## config.mk

```make
export PLATFORM = sky130hd
export DESIGN_NAME = rom_download_writer
export DESIGN_NICKNAME = d
export VERILOG_FILES = /design/src/rtl/tecmo_pkg.sv /design/src/rtl/rom_write_fifo.sv /design/src/rtl/rom_download_writer.sv
export SDC_FILE = /design/constraint.sdc
export NUM_CORES = 1
export LEC_CHECK = 0
export ABC_CLOCK_PERIOD_IN_PS = 9450
export CAP_MARGIN = 20
export CORE_MARGIN = 2
export CORE_UTILIZATION = 57
export DETAILED_ROUTE_END_ITERATION = 10
export GPL_ROUTABILITY_DRIVEN = 0
export PLACE_DENSITY_LB_ADDON = 0.08
export SLEW_MARGIN = 25
export SYNTH_ARGS = -nofsm -noshare
export SYNTH_HDL_FRONTEND = slang
export SYNTH_SLANG_ARGS = --single-unit
```

## constraint.sdc

```tcl
create_clock -name clk -period 9.45 [get_ports clk]
set_clock_uncertainty 0.15 [all_clocks]
set_input_delay 1.89 -clock clk [delete_from_list [all_inputs] [get_ports clk]]
set_output_delay 1.89 -clock clk [all_outputs]
set_load 0.02 [all_outputs]
```

## src/rtl/tecmo_pkg.sv

```systemverilog
// ---------------------------------------------------------------------------
// tecmo_pkg
// Shared types for the ROM download path into SDRAM.
//   SDRAM_AW      : width of a 16-bit-word SDRAM address
//   fifo_entry_t  : one buffered 32-bit write (word address + data)
//   drain_state_t : states of the FIFO-to-SDRAM drain machine
//   lane_expand() : turns a 4-bit byte-valid mask into a 32-bit byte mask
// ---------------------------------------------------------------------------
package tecmo_pkg;

    localparam int SDRAM_AW = 23;

    typedef struct packed {
        logic [SDRAM_AW-1:0] addr;
        logic [31:0]         data;
    } fifo_entry_t;

    typedef enum logic {
        IDLE = 1'b0,
        REQ  = 1'b1
    } drain_state_t;

    // Lanes whose mask bit is clear become 8'h00 when a word is written out.
    function automatic logic [31:0] lane_expand(input logic [3:0] mask);
        logic [31:0] result;
        result = '0;
        for (int i = 0; i < 4; i++) begin
            result[8*i +: 8] = {8{mask[i]}};
        end
        return result;
    endfunction

endpackage

```

## src/rtl/rom_write_fifo.sv

```systemverilog
// ---------------------------------------------------------------------------
// rom_write_fifo
// Two-entry FIFO holding packed SDRAM writes between the byte packer and the
// drain machine. A push is accepted when not full, or when full but a pop
// happens in the same cycle (the freed slot is reused immediately).
// Ports:
//   clk, reset  : clock, asynchronous active-high reset
//   push        : request to store push_entry
//   push_entry  : entry to store
//   pop         : discard the head entry (ignored when empty)
//   head        : oldest entry, valid when empty is low
//   full, empty : occupancy flags
//   count       : number of stored entries (0..2)
// ---------------------------------------------------------------------------
module rom_write_fifo
    import tecmo_pkg::*;
(
    input  logic        clk,
    input  logic        reset,
    input  logic        push,
    input  fifo_entry_t push_entry,
    input  logic        pop,
    output fifo_entry_t head,
    output logic        full,
    output logic        empty,
    output logic [1:0]  count
);

    fifo_entry_t mem [2];
    logic        wr_ptr;
    logic        rd_ptr;
    logic        do_push;
    logic        do_pop;

    assign full    = (count == 2'd2);
    assign empty   = (count == 2'd0);
    assign do_pop  = pop & ~empty;
    assign do_push = push & (~full | do_pop);
    assign head    = mem[rd_ptr];

    // Storage is cleared on reset so the SDRAM address/data outputs, which
    // are driven straight from the head slot, read zero out of reset.
    always_ff @(posedge clk or posedge reset) begin
        if (reset) begin
            for (int i = 0; i < 2; i++) begin
                mem[i] <= '0;
            end
            wr_ptr <= 1'b0;
            rd_ptr <= 1'b0;
            count  <= 2'd0;
        end else begin
            if (do_push) begin
                mem[wr_ptr] <= push_entry;
                wr_ptr      <= ~wr_ptr;
            end
            if (do_pop) begin
                rd_ptr <= ~rd_ptr;
            end
            case ({do_push, do_pop})
                2'b10:   count <= count + 2'd1;
                2'b01:   count <= count - 2'd1;
                default: count <= count;
            endcase
        end
    end

endmodule

```

## src/rtl/rom_download_writer.sv

```systemverilog
// ---------------------------------------------------------------------------
// rom_download_writer
// Packs the HPS ioctl ROM download byte stream (little endian) into 32-bit
// words, buffers them in a 2-entry FIFO and writes them to SDRAM over a
// req/ack handshake. Throttles the HPS with ioctl_wait and pulses done once
// the download has finished and every word has reached SDRAM.
// Parameters:
//   ADDR_WIDTH : width of the ioctl byte address
//   SDRAM_BASE : 16-bit-word offset added to every SDRAM address
//   ROM_BYTES  : bytes at or above this address are ignored
// Ports:
//   clk, reset      : clock, asynchronous active-high reset
//   ioctl_addr/data : byte address and byte of the current strobe
//   ioctl_wr        : one-cycle byte strobe
//   ioctl_download  : high for the duration of a download
//   ioctl_wait      : FIFO full, HPS must hold further strobes
//   sdram_addr/data : write address (16-bit words) and 32-bit data
//   sdram_we        : write enable, valid with sdram_req
//   sdram_req       : request, held until sdram_ack
//   sdram_ack       : one-cycle acceptance from the controller
//   busy            : download active, data buffered, or request pending
//   done            : one-cycle pulse when the download is fully written
// ---------------------------------------------------------------------------
module rom_download_writer
    import tecmo_pkg::*;
#(
    parameter int                    ADDR_WIDTH = 20,
    parameter logic [SDRAM_AW-1:0]   SDRAM_BASE = 23'h000000,
    parameter logic [ADDR_WIDTH-1:0] ROM_BYTES  = 20'h80000
) (
    input  logic                  clk,
    input  logic                  reset,
    input  logic [ADDR_WIDTH-1:0] ioctl_addr,
    input  logic [7:0]            ioctl_data,
    input  logic                  ioctl_wr,
    input  logic                  ioctl_download,
    output logic                  ioctl_wait,
    output logic [SDRAM_AW-1:0]   sdram_addr,
    output logic [31:0]           sdram_data,
    output logic                  sdram_we,
    output logic                  sdram_req,
    input  logic                  sdram_ack,
    output logic                  busy,
    output logic                  done
);

    // Byte-address word index -> SDRAM 16-bit-word address, modulo 2^23.
    function automatic logic [SDRAM_AW-1:0] word_to_sdram(input logic [ADDR_WIDTH-3:0] word);
        logic [ADDR_WIDTH-2:0] half_words;
        half_words = {word, 1'b0};
        return SDRAM_BASE + SDRAM_AW'(half_words);
    endfunction

    logic                  download_q;
    logic                  seen_download;
    logic [31:0]           pack;
    logic [3:0]            mask;
    logic [ADDR_WIDTH-3:0] cur_word;

    // Staging register: a completed or flushed word waits here for one edge
    // before entering the FIFO, giving the push one cycle after the strobe.
    logic                  stage_valid;
    fifo_entry_t           stage;

    logic                  download_rise;
    logic                  download_fall;
    logic                  strobe;
    logic                  accept;
    logic [1:0]            lane;
    logic [31:0]           pack_next;
    logic [3:0]            mask_next;
    logic                  word_done;
    logic                  flush;
    logic                  done_cond;

    fifo_entry_t           head;
    logic                  fifo_full;
    logic                  fifo_empty;
    logic [1:0]            fifo_count;
    logic                  fifo_push;
    logic                  fifo_pop;

    drain_state_t          state;
    drain_state_t          state_next;

    assign download_rise = ioctl_download & ~download_q;
    assign download_fall = ~ioctl_download & download_q;
    assign strobe        = ioctl_wr & ioctl_download & (ioctl_addr < ROM_BYTES);
    assign accept        = strobe & ~fifo_full;
    assign lane          = ioctl_addr[1:0];
    assign word_done     = accept & (lane == 2'd3);
    assign flush         = download_fall & (mask != 4'b0000);

    // A new download starts from an empty pack register; the incoming byte
    // (if any on the same edge) is merged on top of that cleared state.
    always_comb begin
        pack_next = download_rise ? 32'h0 : pack;
        mask_next = download_rise ? 4'b0000 : mask;
        if (accept) begin
            pack_next[{lane, 3'b000} +: 8] = ioctl_data;
            mask_next[lane]                = 1'b1;
        end
    end

    // Done only once nothing is left anywhere in the path. Looking at
    // download_q as well keeps done from firing on the very edge where the
    // falling download creates a flush entry.
    assign done_cond = seen_download & ~ioctl_download & ~download_q &
                       fifo_empty & (state == IDLE) & ~stage_valid;

    assign fifo_push = stage_valid;

    // Byte packing, word completion, partial-word flush and completion flag.
    always_ff @(posedge clk or posedge reset) begin
        if (reset) begin
            download_q    <= 1'b0;
            seen_download <= 1'b0;
            pack          <= 32'h0;
            mask          <= 4'b0000;
            cur_word      <= '0;
            stage_valid   <= 1'b0;
            stage         <= '0;
            done          <= 1'b0;
        end else begin
            download_q <= ioctl_download;

            if (accept) begin
                cur_word <= ioctl_addr[ADDR_WIDTH-1:2];
            end

            if (word_done) begin
                stage.addr  <= word_to_sdram(ioctl_addr[ADDR_WIDTH-1:2]);
                stage.data  <= pack_next & lane_expand(mask_next);
                stage_valid <= 1'b1;
                pack        <= 32'h0;
                mask        <= 4'b0000;
            end else if (flush) begin
                stage.addr  <= word_to_sdram(cur_word);
                stage.data  <= pack & lane_expand(mask);
                stage_valid <= 1'b1;
                pack        <= 32'h0;
                mask        <= 4'b0000;
            end else begin
                if (fifo_push && (!fifo_full || fifo_pop)) begin
                    stage_valid <= 1'b0;
                end
                pack <= pack_next;
                mask <= mask_next;
            end

            if (download_rise) begin
                seen_download <= 1'b1;
            end else if (done_cond) begin
                seen_download <= 1'b0;
            end
            done <= done_cond;
        end
    end

    // A strobe while ioctl_wait is high breaks the HPS protocol; the byte
    // has already been dropped above.
    strobe_while_full: assert property (@(posedge clk) disable iff (reset) !(strobe && fifo_full));

    rom_write_fifo u_fifo (
        .clk        (clk),
        .reset      (reset),
        .push       (fifo_push),
        .push_entry (stage),
        .pop        (fifo_pop),
        .head       (head),
        .full       (fifo_full),
        .empty      (fifo_empty),
        .count      (fifo_count)
    );

    // Drain state register; reset drops an in-flight request at once.
    always_ff @(posedge clk or posedge reset) begin
        if (reset) begin
            state <= IDLE;
        end else begin
            state <= state_next;
        end
    end

    // Drain next-state. On ack, req stays up if another entry will be at the
    // head after the pop: either a second stored entry or one being pushed
    // from the stage on the same edge.
    always_comb begin
        state_next = state;
        fifo_pop   = 1'b0;
        case (state)
            IDLE: begin
                if (!fifo_empty) begin
                    state_next = REQ;
                end
            end
            REQ: begin
                if (sdram_ack) begin
                    fifo_pop = 1'b1;
                    if ((fifo_count > 2'd1) || stage_valid) begin
                        state_next = REQ;
                    end else begin
                        state_next = IDLE;
                    end
                end
            end
            default: begin
                state_next = IDLE;
            end
        endcase
    end

    assign sdram_req  = (state == REQ);
    assign sdram_we   = (state == REQ);
    assign sdram_addr = head.addr;
    assign sdram_data = head.data;
    assign ioctl_wait = fifo_full;
    assign busy       = download_q | ~fifo_empty | stage_valid | sdram_req;

endmodule

```

Yosys cells after proc, flatten, opt, wreduce, memory -nomap -nowiden --
Index checks and enable logic that the tools add are counted.
Word-level totals: ROM bits 0, memory bits (writable) 0, memories kept 0, bits in latches 0, input bits 33, bits in registers 228, logic and storage cells 107
Operators by class: eq/ne operators 4, bitwise logic cells 31, $mul 0, reductions and logical operators 12, shifts and indexed selects 2, div/mod/pow operators 0, $lt $le $gt $ge 7, mux-type cells 31, add/sub/neg operators 3
Operators with widths (number):
- two-way mux 55 bit | 6
- two-way mux 32 bit | 4
- bitwise mux 110 bit | 1
- bitwise AND 32 bit | 2
- demux 55 bit (select 1 bit) | 1
- bitwise mux 32 bit | 1
- variable shift 8 x 7 -> 32 bit, first input constant | 1
- variable part select 8 x 7 -> 32 bit | 1
- < comparator 20 bit, second input constant | 1
- two-way mux 4 bit | 4
- bitwise AND 1 bit | 14
- two-way mux 1 bit | 11
- NOT 1 bit | 8
- negation 5 -> 7 bit | 1
- equality test 2 bit, second input constant | 3
- nonzero test 2 bit | 3
- greater-or-equal comparator 2 bit, second input constant | 2
- NOT 1 -> 2 bit | 2
- OR 1 bit | 4
- OR 4 bit | 1
- one-hot mux 2 bit (2 select lines) | 1
- nonzero test 4 bit | 1
- logical AND 1 bit | 3
- < comparator 2 x 3 -> 1 bit, second input constant | 1
- 12 further kinds | 13

Logic depth before layout (Yosys ltp) --
Gate-level depths: netlist (run 1).
depth after elaboration 8, depth in mapped cells 9, gate-level depth less buffers 7

Modules after synthesis --
From an unflattened synthesis (run 1), not the netlist that was laid out.
Unflattened totals: cell total of the unflattened synthesis 819, area, all modules 10283.6 um^2
Modules (own cells, without submodules):
- rom_write_fifo | seq. area each 2852.7 um^2, cells an instance 312, instances 1, area an instance 5208.7 um^2
- rom_download_writer | seq. area each 2727.6 um^2, cells an instance 507, instances 1, area an instance 5074.9 um^2

Least setup slack after synthesis (run 1) --
Ideal clock, no wire load.
path kind input port to flip-flop, start point input port ioctl_addr[0], end point register stage[16] in the netlist's numbering, setup slack 5.895 ns, stages on the path 6, arrival time 3.340 ns, data required time 9.235 ns, path through inv_1 -> ha_1 -> nor3b_1 -> nand4_1 -> a211oi_1 -> o22a_1
On the way: longest elaborated chain between the ends 8, elaborated cells between the ends (all ways) 20, classes of those cells add/sub: 1; order compare: 3; eq/ne: 1; shift: 2; mux: 6; bitwise: 5; reduce/logical: 2
Ends and longest elaborated chain:
- start: declaration | line rom_download_writer.sv:33 | input logic [ADDR_WIDTH-1:0] ioctl_addr,
- parallel branches: the longest is 8 deep, another holds negation 5 -> 7 bit
- end: declaration | line rom_download_writer.sv:63 | fifo_entry_t stage;
Parallel ways; which one is timed is not known. A chain may end at the register's enable or synchronous reset.

Worst setup path after layout (run 1) --
start point input port ioctl_download, end point register stage[21] in the netlist's numbering
On the way: longest elaborated chain between the ends 6, elaborated cells between the ends (all ways) 17, classes of those cells mux: 6; bitwise: 10; reduce/logical: 1
Ends and longest elaborated chain:
- start: declaration | line rom_download_writer.sv:36 | input logic ioctl_download,
- bitwise AND 1 bit, on equally long branches | line rom_download_writer.sv:86, rom_download_writer.sv:88
- two-way mux 32 bit (tied with other cells) | line rom_download_writer.sv:97 | pack_next = download_rise ? 32'h0 : pack;
- bitwise mux 32 bit (tied with other cells) | line rom_download_writer.sv:100 | pack_next[{lane, 3'b000} +: 8] = ioctl_data;
- two-way mux 32 bit or two-way mux 4 bit (tied branches) | line rom_download_writer.sv:99 | if (accept) begin
- bitwise AND 32 bit | line rom_download_writer.sv:133 | stage.data <= pack_next & lane_expand(mask_next);
- two-way mux 55 bit | line rom_download_writer.sv:131 | if (word_done) begin
Several ways; a longest one is shown, not always the timed one.

==> results of run 1 <==
-- cell type report --
type,instances,area share [%]
well taps,220,2.43
clock inverters,3,0.166
flip-flops and latches,213,47.1
inverters,9,0.365
multi-input cells,536,35.5
clock buffers,38,6.11
repair buffers,97,8.38
-- cell families after synthesis --
group / synth area share (%)
AOI/OAI and AO/OA: 11.9
xor gates and xnor gates: 0.361
adders and majority gates: 1.42
buffers and inverters: 4.04
DFF: 55.0
muxes: 17.4
other: 0.0387
and+or+nand+nor: 9.79
-- cells in the final DEF, fill, tap and decap left out, types with 21 or more instances in the layout --
master           count
a31oi_1             21
nand2_1            121
nor2_1              22
o211ai_1            25
clkdlybuf4s50_1     87
a21oi_2             22
dfrtp_1            212
nand4_1             24
clkbuf_16           23
mux2_2             147
o22a_1              24
a211oi_1            24
a21oi_1             34
-- per-stage QoR --
stage	util, %	power [uW]	worst slack, ns	hold WS [ns]
after floorplan	-	2180	1.59	0.296
after global placement	64.0	2570	4.37	0.307
after detailed placement	64.0	2630	4.21	0.312
after CTS	68.3	3480	4.65	0.327
after global routing	68.3	3640	4.49	0.341
final	68.3	3450	4.69	0.325
-- state kept, by name, summed over array words and instances (netlist names) --
name and cells:
u_fifo.mem 100, stage 50, pack 32, cur_word 18, mask 4, u_fifo.count 2, done 1, download_q 1
fifo_push 1, sdram_req 1, seen_download 1, u_fifo.rd_ptr 1, u_fifo.wr_ptr 1
-- worst max path at each step --
stage / start / endpoint / depth (start not counted)
final: ioctl_download / stage[21]$_DFFE_PP0P_ / 8
after CTS: u_fifo.rd_ptr$_DFFE_PP0P_ / sdram_data[31] / 3
after floorplan: reset / cur_word[0]$_DFFE_PP0N_ / 1
after global placement: ioctl_download / stage[12]$_DFFE_PP0P_ / 8
after detailed placement: ioctl_download / stage[21]$_DFFE_PP0P_ / 8
after global routing: ioctl_download / stage[9]$_DFFE_PP0P_ / 8
-- layer usage --
metal	share of wire, %	vias up	global-route usage (%)
li1	-	3055	-
met1	45	3373	32.9
met2	49	188	40.2
met3	4.8	32	3.78
met4	1.6	0	5.79
met5	0	-	0
-- synth_stat cells (all sizes together) --
library cell / n
a211oi: 24
a21oi: 56
a221o: 4
a22oi: 3
a31oi: 21
and2: 5
and3: 13
and3b: 2
buf: 40
clkbuf: 29
conb: 1
dfrtp: 213
ha: 11
inv: 9
mux2: 150
nand2: 122
nand2b: 2
nand3: 5
nand4: 24
nand4bb: 1
nor2: 24
nor2b: 1
nor3: 1
nor3b: 2
nor4bb: 1
o211ai: 25
o21ai: 3
o22a: 24
o31a: 1
or3: 1
or4: 1
xnor2: 3
xor2: 1
-- worst register-to-register path, cell delays in order (launching register included) --
cell and delay (ns):
dfrtp_1 0.39, inv_1 0.09, ha_1 0.30, nor4bb_4 0.31, buf_4 0.46, nand2_2 0.56, buf_4 0.45, nand2_1 0.09
buf_4 0.47, o22a_1 0.27
-- power by group --
group	leakage [uW]	internal [uW]	total, uW	switching, uW
clock	0.000350	497	841	343
combinational	0.00193	643	1160	522
sequential	0.00272	1230	1440	214
total	0.00499	2370	3450	1080
==> results.sh, run 1 <==
export IMPL_cts_root_buf="clkbuf_16"
export IMPL_r2r_end="stage[21]$_DFFE_PP0P_"
export IMPL_min_period_over_period_pct=50.4
export IMPL_max_slew_margin_rel_pct=41.2
export IMPL_path_cells="clkdlybuf4s50_1 -> nor4bb_4 -> buf_4 -> nand2_2 -> buf_4 -> nand2_1 -> buf_4 -> o22a_1"
export IMPL_place_inst=1075
export IMPL_tns_ns=0
export IMPL_syn_area_sq_um=9700
export IMPL_ios=93
export IMPL_postCtsSetupBuffers=0
export IMPL_synthDominantCellAreaShare_pct=55.0
export IMPL_drive_above_1_share_pct=24.6
export IMPL_layoutNonFillerInstCount=1116
export IMPL_cts_buffers=23
export IMPL_max_freq_mhz=210
export IMPL_tightest_slew_ns=0.882
export IMPL_crit_top_cell="buf_4"
export IMPL_yosysTopAreaCell="dfrtp_1"
export IMPL_area_growth_syn_to_layout_pct=16.8
export IMPL_cp_max_fo=51
export IMPL_drt_first_pass_iters=5
export IMPL_min_from="cur_word[5]$_DFFE_PP0N_"
export IMPL_multi_input_area_sq_um=4020
export IMPL_fin_crit_ns=4.76
export IMPL_reg2reg_slack_ns=5.85
export IMPL_whs_endpoint="cur_word[5]$_DFFE_PP0N_"
export IMPL_postLayoutCellArea_sq_um=11300
export IMPL_ys_ff_latch=213
export IMPL_antenna_left=0
export IMPL_die_w_um=134
export IMPL_n_fill_cell=1228
export IMPL_leakage_uw=0.00499
export IMPL_viasPerCell=5.96
export IMPL_cp_start_kind="input port"
export IMPL_cts_tree="built"
export IMPL_status="finished clean"
export IMPL_hold_buffers=0
export IMPL_avgSynthCellArea_sq_um=11.8
export IMPL_ys_seq_area_share_pct=55.0
export IMPL_post_route_drc_count=0
export IMPL_setup_viol=0
export IMPL_maxCapViolations=0
export IMPL_drv_slew=0
export IMPL_required_ns=9.73
export IMPL_critPathMaxStageDelay_ns=0.60
export IMPL_crit_type="in -> reg"
export IMPL_rr_startpoint="u_fifo.count[0]$_DFFE_PP0P_"
export IMPL_place_area_sq_um=10600
export IMPL_ys_warn_count=0
export IMPL_antenna_found_initial=0
export IMPL_dpl_hpwl_mm=13.1
export IMPL_cp_slowest_cell="clkdlybuf4s50_1"
export IMPL_holdCritPathClass="reg -> reg"
export IMPL_path_delay_family="buffers and inverters"
export IMPL_die_area_sq_um=18100
export IMPL_grt_pass1_vias=6888
export IMPL_crit_buf_inv=4
export IMPL_clkTransAtPathRegs_ns=0.06
export IMPL_cp_end_kind="flop"
export IMPL_wirelength_mm=20.8
export IMPL_cts_max_path_buffers=3
export IMPL_core_sq_um=16600
export IMPL_reg2reg_depth=9
export IMPL_row_count=47
export IMPL_post_drt_wl_per_cell_um=18.7
export IMPL_arrival_ns=5.04
export IMPL_grt_pass1_wl_mm=34.9
export IMPL_clkLatencyLatePin_ns=0.50
export IMPL_htree_levels=1
export IMPL_irDropWorstVdd_v=0.000207
export IMPL_finalHoldViolations=0
export IMPL_power_density_nw_per_um2=305
export IMPL_drt_first_iter_violations=422
export IMPL_initial_utilization_pct=58.5
export IMPL_final_seq_area_sq_um=5330
export IMPL_grt_overflow=0
export IMPL_final_nets=924
export IMPL_num_vias=6648
export IMPL_ys_types=41
export IMPL_grt_max_degree=131
export IMPL_grt_total_usage_pct=23.9
export IMPL_cts_resized=0
export IMPL_clock_sinks=213
export IMPL_die_y_um=134
export IMPL_synth_cells=823
export IMPL_rsz0062_at_grt="no"
export IMPL_synth_area_leaders="dfrtp_1 55%, mux2_2 17%, nand2_1 4.7%"
export IMPL_antenna_cells_inserted=0
export IMPL_hold_depth=2
export IMPL_numPortBuffers=87
Note: power is estimated with default switching activity, not from simulation.
==> run 2: changes to the inputs <==
- ABC_CLOCK_PERIOD_IN_PS: 9450 -> 4800
- clock period: 9.45 -> 4.8 ns (I/O delays scaled with it)
==> run 2 against run 1 <==
Core utilization is 0.91 points higher. Worst hold slack hardly changed. Cell count is 0.45% higher. Combinational power is 99% higher. Clock power is 110% higher. Cell area is 1.3% higher. Global-route usage is 1.1 points higher. Wire length is 6.5% higher. Power is 100% higher. Via count is 0.87% higher. Die area stayed put. Critical path type is now reg -> out. Critical endpoint is now sdram_data[6].
==> results.sh, run 2 (synthesis gave the netlist of run 1 again) <==
export IMPL_final_nets=930
export IMPL_crit_type="reg -> out"
export IMPL_holdCritPathClass="reg -> reg"
export IMPL_max_slew_margin_rel_pct=37.0
export IMPL_use_met3_pct=4.12
export IMPL_layoutNonFillerInstCount=1121
export IMPL_largestRegisters="u_fifo.mem (100), stage (50), pack (32)"
export IMPL_wirelength_mm=22.2
export IMPL_antenna_found_initial=0
export IMPL_cts_buffers=23
export IMPL_arrival_ns=2.80
export IMPL_ios=93
export IMPL_antenna_left=0
export IMPL_drt_first_iter_violations=330
export IMPL_required_ns=3.69
export IMPL_hold_buffers=0
export IMPL_min_period_over_period_pct=81.5
export IMPL_largest_register_ffs=100
export IMPL_fin_crit_ns=3.91
export IMPL_numPortBuffers=87
export IMPL_die_area_sq_um=18100
export IMPL_num_vias=6706
export IMPL_setup_viol=0
export IMPL_met2_usage_pct=42.8
export IMPL_irDropWorstVdd_v=0.000365
export IMPL_area_growth_syn_to_layout_pct=18.4
export IMPL_crit_buf_inv=2
export IMPL_most_common_layout_cells="212 x dfrtp_1, 147 x mux2_2, 121 x nand2_1"
export IMPL_clkTransAtPathRegs_ns=0.06
export IMPL_cts_tree="built"
export IMPL_antenna_cells_inserted=0
export IMPL_viasPerCell=5.98
export IMPL_die_y_um=134
export IMPL_maxCapViolations=0
export IMPL_grt_max_degree=84
export IMPL_cp_end_kind="output port"
export IMPL_htree_levels=1
export IMPL_leakage_uw=0.00507
export IMPL_cts_root_buf="clkbuf_16"
export IMPL_cts_max_path_buffers=3
export IMPL_grt_pass1_vias=6973
export IMPL_grt_pass1_wl_mm=36.1
export IMPL_clkLatencyLatePin_ns=0.51
export IMPL_cp_start_kind="flop"
export IMPL_max_freq_mhz=256
export IMPL_tightest_slew_ns=0.945
export IMPL_path_delay_family="buffers and inverters"
export IMPL_gr_usage_met1_pct=32.6
export IMPL_power_density_nw_per_um2=608
export IMPL_cp_max_fo=31
export IMPL_drive_above_1_share_pct=25.9
export IMPL_dpl_hpwl_mm=13.9
export IMPL_status="finished clean"
export IMPL_busiest_layer="met2"
export IMPL_finalHoldViolations=0
export IMPL_grt_overflow=0
export IMPL_cp_slowest_cell="dfrtp_2"
export IMPL_rsz0062_at_grt="no"
export IMPL_post_drt_wl_per_cell_um=19.8
export IMPL_final_common_cell="dfrtp_1"
export IMPL_post_route_drc_count=0
export IMPL_postCtsSetupBuffers=0
export IMPL_tns_ns=0
export IMPL_row_count=47
export IMPL_core_sq_um=16600
export IMPL_grt_total_usage_pct=25.0
export IMPL_path_cells="buf_4 -> mux2_2 -> clkdlybuf4s50_1"
export IMPL_drv_slew=0
export IMPL_place_inst=1081
export IMPL_regMostFlops="u_fifo.mem"
export IMPL_drt_first_pass_iters=4
export IMPL_die_w_um=134
export IMPL_critPathMaxStageDelay_ns=0.88
export IMPL_initial_utilization_pct=58.5
export IMPL_cts_resized=0
export IMPL_clock_sinks=213
-- run 2: layout make-up --
| type | instances | area (sq um) |
|---|---|---|
| Clock inverter | 8 | 103 |
| Tap cell | 220 | 275 |
| Fill cell | 1209 | 5100 |
| Timing Repair Buffer | 103 | 1030 |
| Sequential cell | 213 | 5330 |
| Multi-Input combinational cell | 536 | 4020 |
| Clock buffer | 32 | 679 |
| Inverter | 9 | 37.5 |
-- run 2: worst paths after layout --
kind	slack, ns	from	cells after the start	end
worst max-delay path	0.89	u_fifo.rd_ptr$_DFFE_PP0P_	3	sdram_data[6]
worst min-delay path	0.33	cur_word[16]$_DFFE_PP0N_	2	cur_word[16]$_DFFE_PP0N_
worst max register to register	1.66	u_fifo.count[0]$_DFFE_PP0P_	8	stage[22]$_DFFE_PP0P_
worst min register to register	0.33	cur_word[16]$_DFFE_PP0N_	2	cur_word[16]$_DFFE_PP0N_
max in group asynchronous	2.85	reset	3	stage[5]$_DFFE_PP0P_
min in group asynchronous	0.77	reset	2	seen_download$_DFFE_PP0P_
-- run 2: worst register-to-register path, stage by stage (launching register included) --
cell and delay, ns:
dfrtp_1 0.39, inv_1 0.08, ha_1 0.29, nor4bb_4 0.38, buf_4 0.36, and2_1 0.64
buf_4 0.44, a21oi_1 0.08, o22a_1 0.21
-- run 2: stage by stage --
step | cell area [sq um] | power, uW | worst slack, ns | hold WS [ns] | util, %
detailed placement | 10700 | 5200 | 0.927 | 0.313 | 64.5
finish | 11500 | 6970 | 0.890 | 0.326 | 69.2
global placement | 10700 | 5080 | 1.06 | 0.307 | 64.5
floorplan | 9710 | 4300 | 0.920 | 0.296 | -
CTS | 11500 | 7040 | 0.840 | 0.329 | 69.2
global route | 11500 | 7340 | 0.769 | 0.343 | 69.2
-- run 2: routing by layer --
layer	up-vias	wire, um
met5	-	0
met4	0	513
met2	205	11000
met3	40	1260
met1	3390	9350
li1	3071	-
-- run 2: power breakdown --
part	switching, uW	internal, uW	leakage [uW]
Sequential	445	2420	0.00272
Clock	707	1100	0.000387
Combinational	1030	1280	0.00197
Total	2180	4790	0.00507
